[config.mk]
export PLATFORM = sky130hd
export DESIGN_NAME = hazard_ctrl
export DESIGN_NICKNAME = d
export VERILOG_FILES = /design/src/rtl/hazard_ctrl.sv
export SDC_FILE = /design/constraint.sdc
export NUM_CORES = 1
export LEC_CHECK = 0
export BUFFER_PORTS_ARGS = -buffer_cell sky130_fd_sc_hd__buf_2
export CORE_AREA = 4 4 68 70
export DETAILED_ROUTE_END_ITERATION = 8
export DIE_AREA = 0 0 72 74
export PLACE_DENSITY = 0.46
export SLEW_MARGIN = 40
export SYNTH_ARGS = -nofsm -noshare
export SYNTH_HDL_FRONTEND = slang
export SYNTH_SLANG_ARGS = --single-unit
[constraint.sdc]
create_clock -name clk -period 5.3 [get_ports clk]
set_clock_uncertainty 0.05 [all_clocks]
set_input_delay 0.265 -clock clk [delete_from_list [all_inputs] [get_ports clk]]
set_output_delay 0.265 -clock clk [all_outputs]
set_load 0.005 [all_outputs]
[src/rtl/hazard_ctrl.sv]
// hazard_ctrl: D-stage stall generation for a 5-stage pipeline.
// Tracks E/M destinations and Tnew plus mult/div busy time.
module hazard_ctrl (
    input  logic       clk,
    input  logic       reset,
    input  logic [4:0] D_rs_addr,
    input  logic [4:0] D_rt_addr,
    input  logic [1:0] D_Tuse_rs,
    input  logic [1:0] D_Tuse_rt,
    input  logic [4:0] D_dst,
    input  logic [1:0] D_Tnew,
    input  logic [1:0] D_md_op,
    output logic       stall,
    output logic       PC_WrEn,
    output logic       FD_WrEn,
    output logic       DE_flush
);

    localparam logic [1:0] MD_NONE = 2'b00;
    localparam logic [1:0] MD_MULT = 2'b01;
    localparam logic [1:0] MD_DIV  = 2'b10;
    localparam logic [1:0] TUSE_NA = 2'd3;

    logic [4:0] e_dst;
    logic [1:0] e_tnew;
    logic [4:0] m_dst;
    logic [1:0] m_tnew;
    logic [3:0] md_cnt;
    logic       rs_haz;
    logic       rt_haz;
    logic       md_haz;

    // Operand and md-unit hazards, resolved in the same cycle
    always_comb begin
        rs_haz = 1'b0;
        rt_haz = 1'b0;
        if (D_rs_addr != 5'd0 && D_Tuse_rs != TUSE_NA) begin
            rs_haz = (e_dst == D_rs_addr && e_tnew > D_Tuse_rs) ||
                     (m_dst == D_rs_addr && m_tnew > D_Tuse_rs);
        end
        if (D_rt_addr != 5'd0 && D_Tuse_rt != TUSE_NA) begin
            rt_haz = (e_dst == D_rt_addr && e_tnew > D_Tuse_rt) ||
                     (m_dst == D_rt_addr && m_tnew > D_Tuse_rt);
        end
        md_haz   = (D_md_op != MD_NONE) && (md_cnt != 4'd0);
        stall    = rs_haz | rt_haz | md_haz;
        PC_WrEn  = ~stall;
        FD_WrEn  = ~stall;
        DE_flush = stall;
    end

    // Shadow of D/E and E/M contents; a stall pushes a bubble into E
    always_ff @(posedge clk or posedge reset) begin
        if (reset) begin
            e_dst  <= 5'd0;
            e_tnew <= 2'd0;
            m_dst  <= 5'd0;
            m_tnew <= 2'd0;
        end else begin
            if (stall) begin
                e_dst  <= 5'd0;
                e_tnew <= 2'd0;
            end else begin
                e_dst  <= D_dst;
                e_tnew <= D_Tnew;
            end
            m_dst  <= e_dst;
            m_tnew <= (e_tnew != 2'd0) ? e_tnew - 2'd1 : 2'd0;
        end
    end

    // Remaining busy cycles of the mult/div unit
    always_ff @(posedge clk or posedge reset) begin
        if (reset) begin
            md_cnt <= 4'd0;
        end else if (!stall && D_md_op == MD_MULT) begin
            md_cnt <= 4'd5;
        end else if (!stall && D_md_op == MD_DIV) begin
            md_cnt <= 4'd10;
        end else if (md_cnt != 4'd0) begin
            md_cnt <= md_cnt - 4'd1;
        end
    end

endmodule
After elaboration in Yosys (flattened, before gate mapping). Cells that the tools add are included. Widths: inputs -> output; s select.

Input bits: 25. Register bits after elaboration: 18.

Bitwise gates (word level): 3. Add/subtract/negate cells: 2. Reduce and logical (&&, ||, !) cells: 18. Equal/unequal tests: 8. Order comparisons: 4. Multiplexer cells: 8.

Operators with widths (number): $eq 5x5->1 (4); $mux 4 (3); $reduce_bool 5->1 (2); $logic_and 1x1->1 (9); $gt 2x2->1 (4); $mux 5 (1); $mux 2 (2); $ne 2x2->1 const B (2); $reduce_bool 2->1 (2); $reduce_bool 4->1 (1); $sub 4x1->4 const B (1); $reduce_bool 3->1 (1); $eq 2x1->1 const B (1); $eq 2x2->1 const B (1); $logic_or 1x1->1 (2); $mux 1 (2); $or 1x1->1 (2); $sub 2x1->2 const B (1); $logic_not 1->1 (1); $not 1->1 (1).

Longest topological paths before layout. Gate-level depths: netlist (run 1).

Word-level depth: 10. Mapped depth: 9. Gate-level depth less buffers: 8.

Worst setup path after synthesis (run 1). Ideal clock, no wire load.

Kind: reg2out. From: reg md_cnt[0]. To: out stall. Arrival: 1.824 ns. Path slack: 3.161 ns. Cell stages (with the launch flop): 9. Path buffers: 1. Cells stage by stage: dfrtp_1 -> inv_1 -> ha_1 -> nor2b_1 -> nor2b_1 -> nor2_1 -> nor3_2 -> inv_1 -> buf_4.

Word-level cells in the longest chain between the ends: 3.

RTL lines: from (decl) (line 28) `logic [3:0] md_cnt;`; from (signal assigned) (line 81) `md_cnt <= md_cnt - 4'd1;`; $reduce_bool 4->1 (line 45) `md_haz = (D_md_op != MD_NONE) && (md_cnt != 4'd0);`; $logic_and 1x1->1 (line 45); $or 1x1->1 (line 46) `stall = rs_haz | rt_haz | md_haz;`; to (decl) (line 13) `output logic stall,`.

Every way passes these cells.

Final worst setup path (run 1). Ends and elaborated chain as after synthesis.

==> results.ini, run 1 <==
[final_layout]
area_growth_pct=20.6
drive_above_1_share=0.237
antenna_cells=0
final_cells=202
design_area_um2=1420
nFillCells=429
final_nets=187

[sta]
timing.final.crit_share=0.499
slew_viol_final=0
rsz0062_at_grt=no
max_freq_mhz=378
tightestPinTransition_ns=0.689
slew_headroom=0.540
setup_viol_count_final=0
hold_viol_final=0
whs_ns=0.0577
tns_ns=0
fin_crit_ns=2.64

[global_route]
grt_max_degree=19
grtUsageMet1=0.143
use_met3=0.0189
grt_use_met2=0.193
grt_pass1_vias=1017
grt_use_total=0.113
antenna_found_initial=0
grt_first_pass_wirelength_um=4600
globalRouteOverflowTotal=0
busiest_layer=met2

[clock_network]
cts-hold-fix-buffers=0
worstSkewPairLatency_ns=0.25
cts_tree=yes
cts_root_buf=clkbuf_8
cts_inserted_buffers=3
cts_max_level=1
post_cts.repair.setup_buffers=0
cts.sinks=18
cts.repair.resized=0
cts_buffer_depth=2
clk_pin_slew_ns=0.07

[setup_path]
crit_slowest_cell=dfrtp_1
critPathCaptureType=output pin
critPathMaxFanout=10
crit_required_ns=4.99
reg2reg_to=md_cnt[3]$_DFFE_PP0P_
crit_chain=inv_1, ha_1, nor2b_1, nor2b_1, nor2_1, nor3_2, inv_1, buf_2
reg2reg_depth=7
reg2reg_from=m_tnew[1]$_DFF_PP0_
r2r_slack_ns=3.04
critPathArrivalTime_ns=2.33
startpoint_type=register
critPathMaxStageDelay_ns=0.43
worstSetupPathType=reg2out

[synth]
async_flop_share=1.00
synth.avg_cell_area_um2=9.65
syn_inst=122
synth_cell_type_count=30
ys_ff_latch=18
synth_area_leaders=dfrtp_1 38%, ha_1 9.6%, xnor2_1 8.9%, xor2_1 6.0%, inv_1 4.5%
netlist.area_leader.share=0.383
ys_seq_area_frac=0.383
ys_warn_count=0
ys.flop_type=dfrtp_1
yosysTopAreaCell=dfrtp_1
syn_area_um2=1180
synth_edf_count=0
synth_nets=156

[drt]
via_per_inst=4.74
vias=958
drc=0
wl_per_cell_um=13.4
firstDrtPassIters=4
ant_nets=0
drt_wl_total_um=2700
drt_iter0_drc=32

[die]
rows=23
die_area_um2=5330
die-width_um=72
die_h_um=74
io_pins=29
coreArea_um2=3970
start_util=0.296

[place]
gp_congestion=0.860
dpl.cell_count=198
port_buffers=28
place_area_um2=1370
place_hpwl_um=2300

[power]
powerDensity_nw_per_um2=358
p_total_uw=508
p_leak_nw=0.688
peakVddDrop_uv=117

[run]
maxCapViolCount=0

[status]
outcome=complete, no violations

[hold_path]
holdCritPathClass=in2async

-- area by class of cell --
type / instances / area (um^2) / share of cell area
Timing Repair Buffer: 28 / 140 / 0.0987
Multi-Input combinational cell: 88 / 659 / 0.464
Tap cell: 50 / 62.6 / 0.0441
Inverter: 14 / 52.6 / 0.0370
Sequential cell: 18 / 450 / 0.317
Clock buffer: 4 / 55.1 / 0.0388
-- metal layers --
layer | share of wire | up-vias
li1 | - | 486
met1 | 0.47 | 455
met2 | 0.49 | 15
met3 | 0.030 | 2
met4 | 0.010 | 0
met5 | 0 | -
-- cell families (layout without fill, tap and decap cells) --
| logic type | Yosys count | in the layout | synth area share |
|---|---|---|---|
| buffers and inverters | 16 | 46 | 0.0574 |
| AOI/OAI and AO/OA | 14 | 14 | 0.0967 |
| adders and majority gates | 9 | 9 | 0.0956 |
| DFF | 18 | 18 | 0.383 |
| xor gates and xnor gates | 20 | 20 | 0.149 |
| and+or+nand+nor | 45 | 45 | 0.219 |
-- cells in the final DEF, fill, tap and decap left out, drive strengths merged, types with 4 or more instances in the layout --
master	synthesis	layout
buf	2	28
nand4	4	4
nand2	9	9
dfrtp	18	18
xnor2	12	12
ha	9	9
inv	14	14
a21oi	5	5
nor4	5	5
xor2	8	8
and2	8	8
nor3	4	4
clkbuf	0	4
-- sequential cells by signal, summed over array words and instances, names as in the netlist --
register	flops
e_dst	5
m_dst	5
md_cnt	4
e_tnew	2
m_tnew	2
-- Yosys cell counts (all sizes together), types with 2 or more instances --
cell / count
xnor2: 12
inv: 14
nor2: 3
nand3: 2
o211ai: 2
nand4: 4
xor2: 8
or4: 3
a21oi: 5
dfrtp: 18
nand2: 9
nor2b: 3
buf: 2
o221a: 2
nor3: 4
and2: 8
nor4: 5
ha: 9
-- worst max path at each step --
stage                                     start  endpoint  slack, ns  cells after the start
after CTS                 md_cnt[0]$_DFFE_PP0P_     stall       2.62                      8
after global placement    md_cnt[0]$_DFFE_PP0P_     stall       3.00                      8
after floorplan           md_cnt[0]$_DFFE_PP0P_     stall       3.16                      8
after global routing      md_cnt[0]$_DFFE_PP0P_     stall       2.31                      8
final                     md_cnt[0]$_DFFE_PP0P_     stall       2.66                      8
after detailed placement  md_cnt[0]$_DFFE_PP0P_     stall       2.91                      8
-- through the flow --
| stage | utilization | setup slack (ns) |
|---|---|---|
| 2_1_floorplan | - | 3.16 |
| 3_3_place_gp | 0.344 | 3.00 |
| 3_5_place_dp | 0.344 | 2.91 |
| 4_1_cts | 0.358 | 2.62 |
| 5_1_grt | 0.358 | 2.31 |
| 6_report | 0.358 | 2.66 |
-- power breakdown --
part,internal [mW],switching [mW],leakage (nW)
logic,0.0951,0.0942,0.425
registers,0.173,0.0353,0.235
clock network,0.0659,0.0450,0.0288
total,0.334,0.174,0.688
-- worst max-delay path: cells and delay by family, from the launching register on --
kind	cells	cell delay (ns)
AND/OR/NAND/NOR	4	1.10
adder cells (fa/ha/maj)	1	0.20
flip-flops	1	0.43
buffers and inverters	3	0.34
Power figures use the tool's default switching activity.
==> run 2: changes to the inputs <==
==> constraint.sdc (replaced) <==
create_clock -name clk -period 2.6 [get_ports clk]
set_clock_uncertainty 0.05 [all_clocks]
set_input_delay 0.13 -clock clk [delete_from_list [all_inputs] [get_ports clk]]
set_output_delay 0.13 -clock clk [all_outputs]
set_load 0.005 [all_outputs]
==> run 2 against run 1 <==
- register-to-register slack worse by 2.6 ns
- design area up 1.7%
- non-clock buffer count increased by 1
- via count fell by 1.6%
- critical endpoint is now DE_flush
==> results.ini, run 2 (synthesis results as in run 1) <==
[final_layout]
fin_util=0.364  ; was 0.358
largestRegisters=e_dst (5), m_dst (5), md_cnt (4)  ; unchanged
design_area_um2=1440  ; was 1420 um^2
final_nets=188  ; was 187
area_growth_pct=22.6  ; was 20.6%
antenna_cells=0  ; unchanged
final_cell_mix=28 x buf_2, 18 x dfrtp_1, 14 x inv_1, 12 x xnor2_1  ; unchanged
drive_above_1_share=0.242  ; was 0.237
nFillCells=433  ; was 429
final_cells=203  ; was 202
final_common_cell=buf_2  ; unchanged

[clock_network]
cts_root_buf=clkbuf_8  ; unchanged
clk_pin_slew_ns=0.07  ; about the same
cts_buffer_depth=2  ; unchanged
cts.sinks=18  ; unchanged
cts_max_level=1  ; unchanged
cts_inserted_buffers=3  ; unchanged
worstSkewPairLatency_ns=0.25  ; about the same
cts_tree=yes  ; unchanged

[sta]
rsz0062_at_grt=no  ; unchanged
slew_viol_final=0  ; unchanged
tns_ns=0  ; unchanged
tightestPinTransition_ns=0.703  ; was 0.689 ns
max_freq_mhz=439
setup_viol_count_final=0  ; unchanged
whs_ns=0.0355  ; was 0.0577 ns
slew_headroom=0.531  ; was 0.540
layout_setup_ws_ns=0.320  ; was 2.66 ns
fin_crit_ns=2.28
hold_viol_final=0  ; unchanged
timing.final.crit_share=0.877

[setup_path]
worstSetupPathType=reg2out  ; unchanged
critPathArrivalTime_ns=2.10  ; was 2.33 ns
crit_required_ns=2.42  ; was 4.99 ns
critPathCaptureType=output pin  ; unchanged
critPathMaxFanout=10  ; unchanged
startpoint_type=register  ; unchanged

[die]
die-width_um=72  ; unchanged
start_util=0.296  ; unchanged
coreArea_um2=3970  ; unchanged
die_h_um=74  ; unchanged
die_area_um2=5330  ; unchanged
rows=23  ; unchanged
io_pins=29  ; unchanged

[global_route]
grt_max_degree=19  ; unchanged
globalRouteOverflowTotal=0  ; unchanged
grt_use_total=0.107  ; was 0.113
grt_first_pass_wirelength_um=4370  ; was 4600 um
grt_pass1_vias=957  ; was 1017
antenna_found_initial=0  ; unchanged

[place]
place_area_um2=1370  ; unchanged
place_hpwl_um=2220  ; was 2300 um
pre_cts_slack_ns=0.291  ; was 2.91 ns
dpl.cell_count=198  ; unchanged
gp_congestion=0.813  ; was 0.860
port_buffers=28  ; unchanged

[power]
p_leak_nw=0.692  ; was 0.688 nW
p_total_mw=1.05  ; was 508 uW
peakVddDrop_uv=261  ; was 117 uV
powerDensity_nw_per_um2=728  ; was 358 nW/um^2

[drt]
vias=943  ; was 958
firstDrtPassIters=4  ; unchanged
drt_wl_total_um=2720  ; was 2700 um
wl_per_cell_um=13.4  ; about the same
drc=0  ; unchanged
ant_nets=0  ; unchanged
drt_iter0_drc=38  ; was 32
via_per_inst=4.65  ; was 4.74

[run]
maxCapViolCount=0  ; unchanged

[hold_path]
holdCritPathClass=in2reg  ; was in2async

[status]
outcome=complete, no violations  ; unchanged

run 2: final timing paths:
check,from,to,slack [ns],cells past startpoint
min in group asynchronous,reset,m_dst[0]$_DFF_PP0_,0.48,3
worst max register to register,e_tnew[1]$_DFF_PP0_,md_cnt[3]$_DFFE_PP0P_,0.47,7
worst min register to register,e_dst[0]$_DFF_PP0_,m_dst[0]$_DFF_PP0_,0.40,0
worst min-delay path,D_dst[3],e_dst[3]$_DFF_PP0_,0.04,2
worst max-delay path,m_tnew[1]$_DFF_PP0_,DE_flush,0.32,7
max in group asynchronous,reset,m_dst[3]$_DFF_PP0_,1.57,3
run 2: metal layers:
metal  vias to the layer above  GRT usage  wire, um
li1                        483          -         -
met1                       441      0.139      1310
met2                        17      0.182      1300
met3                         2     0.0149        80
met4                         0     0.0376        27
met5                         -          0         0
run 2: timing repair:
| action | CTS | global route |
|---|---|---|
| hold buffers | 1 | 0 |
| hold endpoints to repair | 18 | 0 |
| setup buffers | 0 | 0 |
| resized for setup | 0 | 3 |
| endpoints found under the setup margin | 0 | 4 |
run 2: power by group:
group          leakage (nW)  switching (mW)  internal (mW)
Sequential            0.235          0.0746          0.352
Clock                0.0288          0.0927          0.134
Combinational         0.428           0.195          0.203
Total                 0.692           0.362          0.690
run 2: critical path, cell delays in order, from the launching register on:
cell and delay, ns:
dfrtp_1 0.39, ha_1 0.30, a21oi_1 0.16, nor4_1 0.07, o221a_2 0.37, nor3_4 0.33, inv_1 0.09, buf_2 0.14
run 2: final cells by class:
type	count	area, um^2	share of cell area
inverters	14	52.6	0.0364
multi-input cells	88	673	0.466
repair buffers	29	150	0.104
well taps	50	62.6	0.0433
flip-flops and latches	18	450	0.312
clock buffers	4	55.1	0.0381
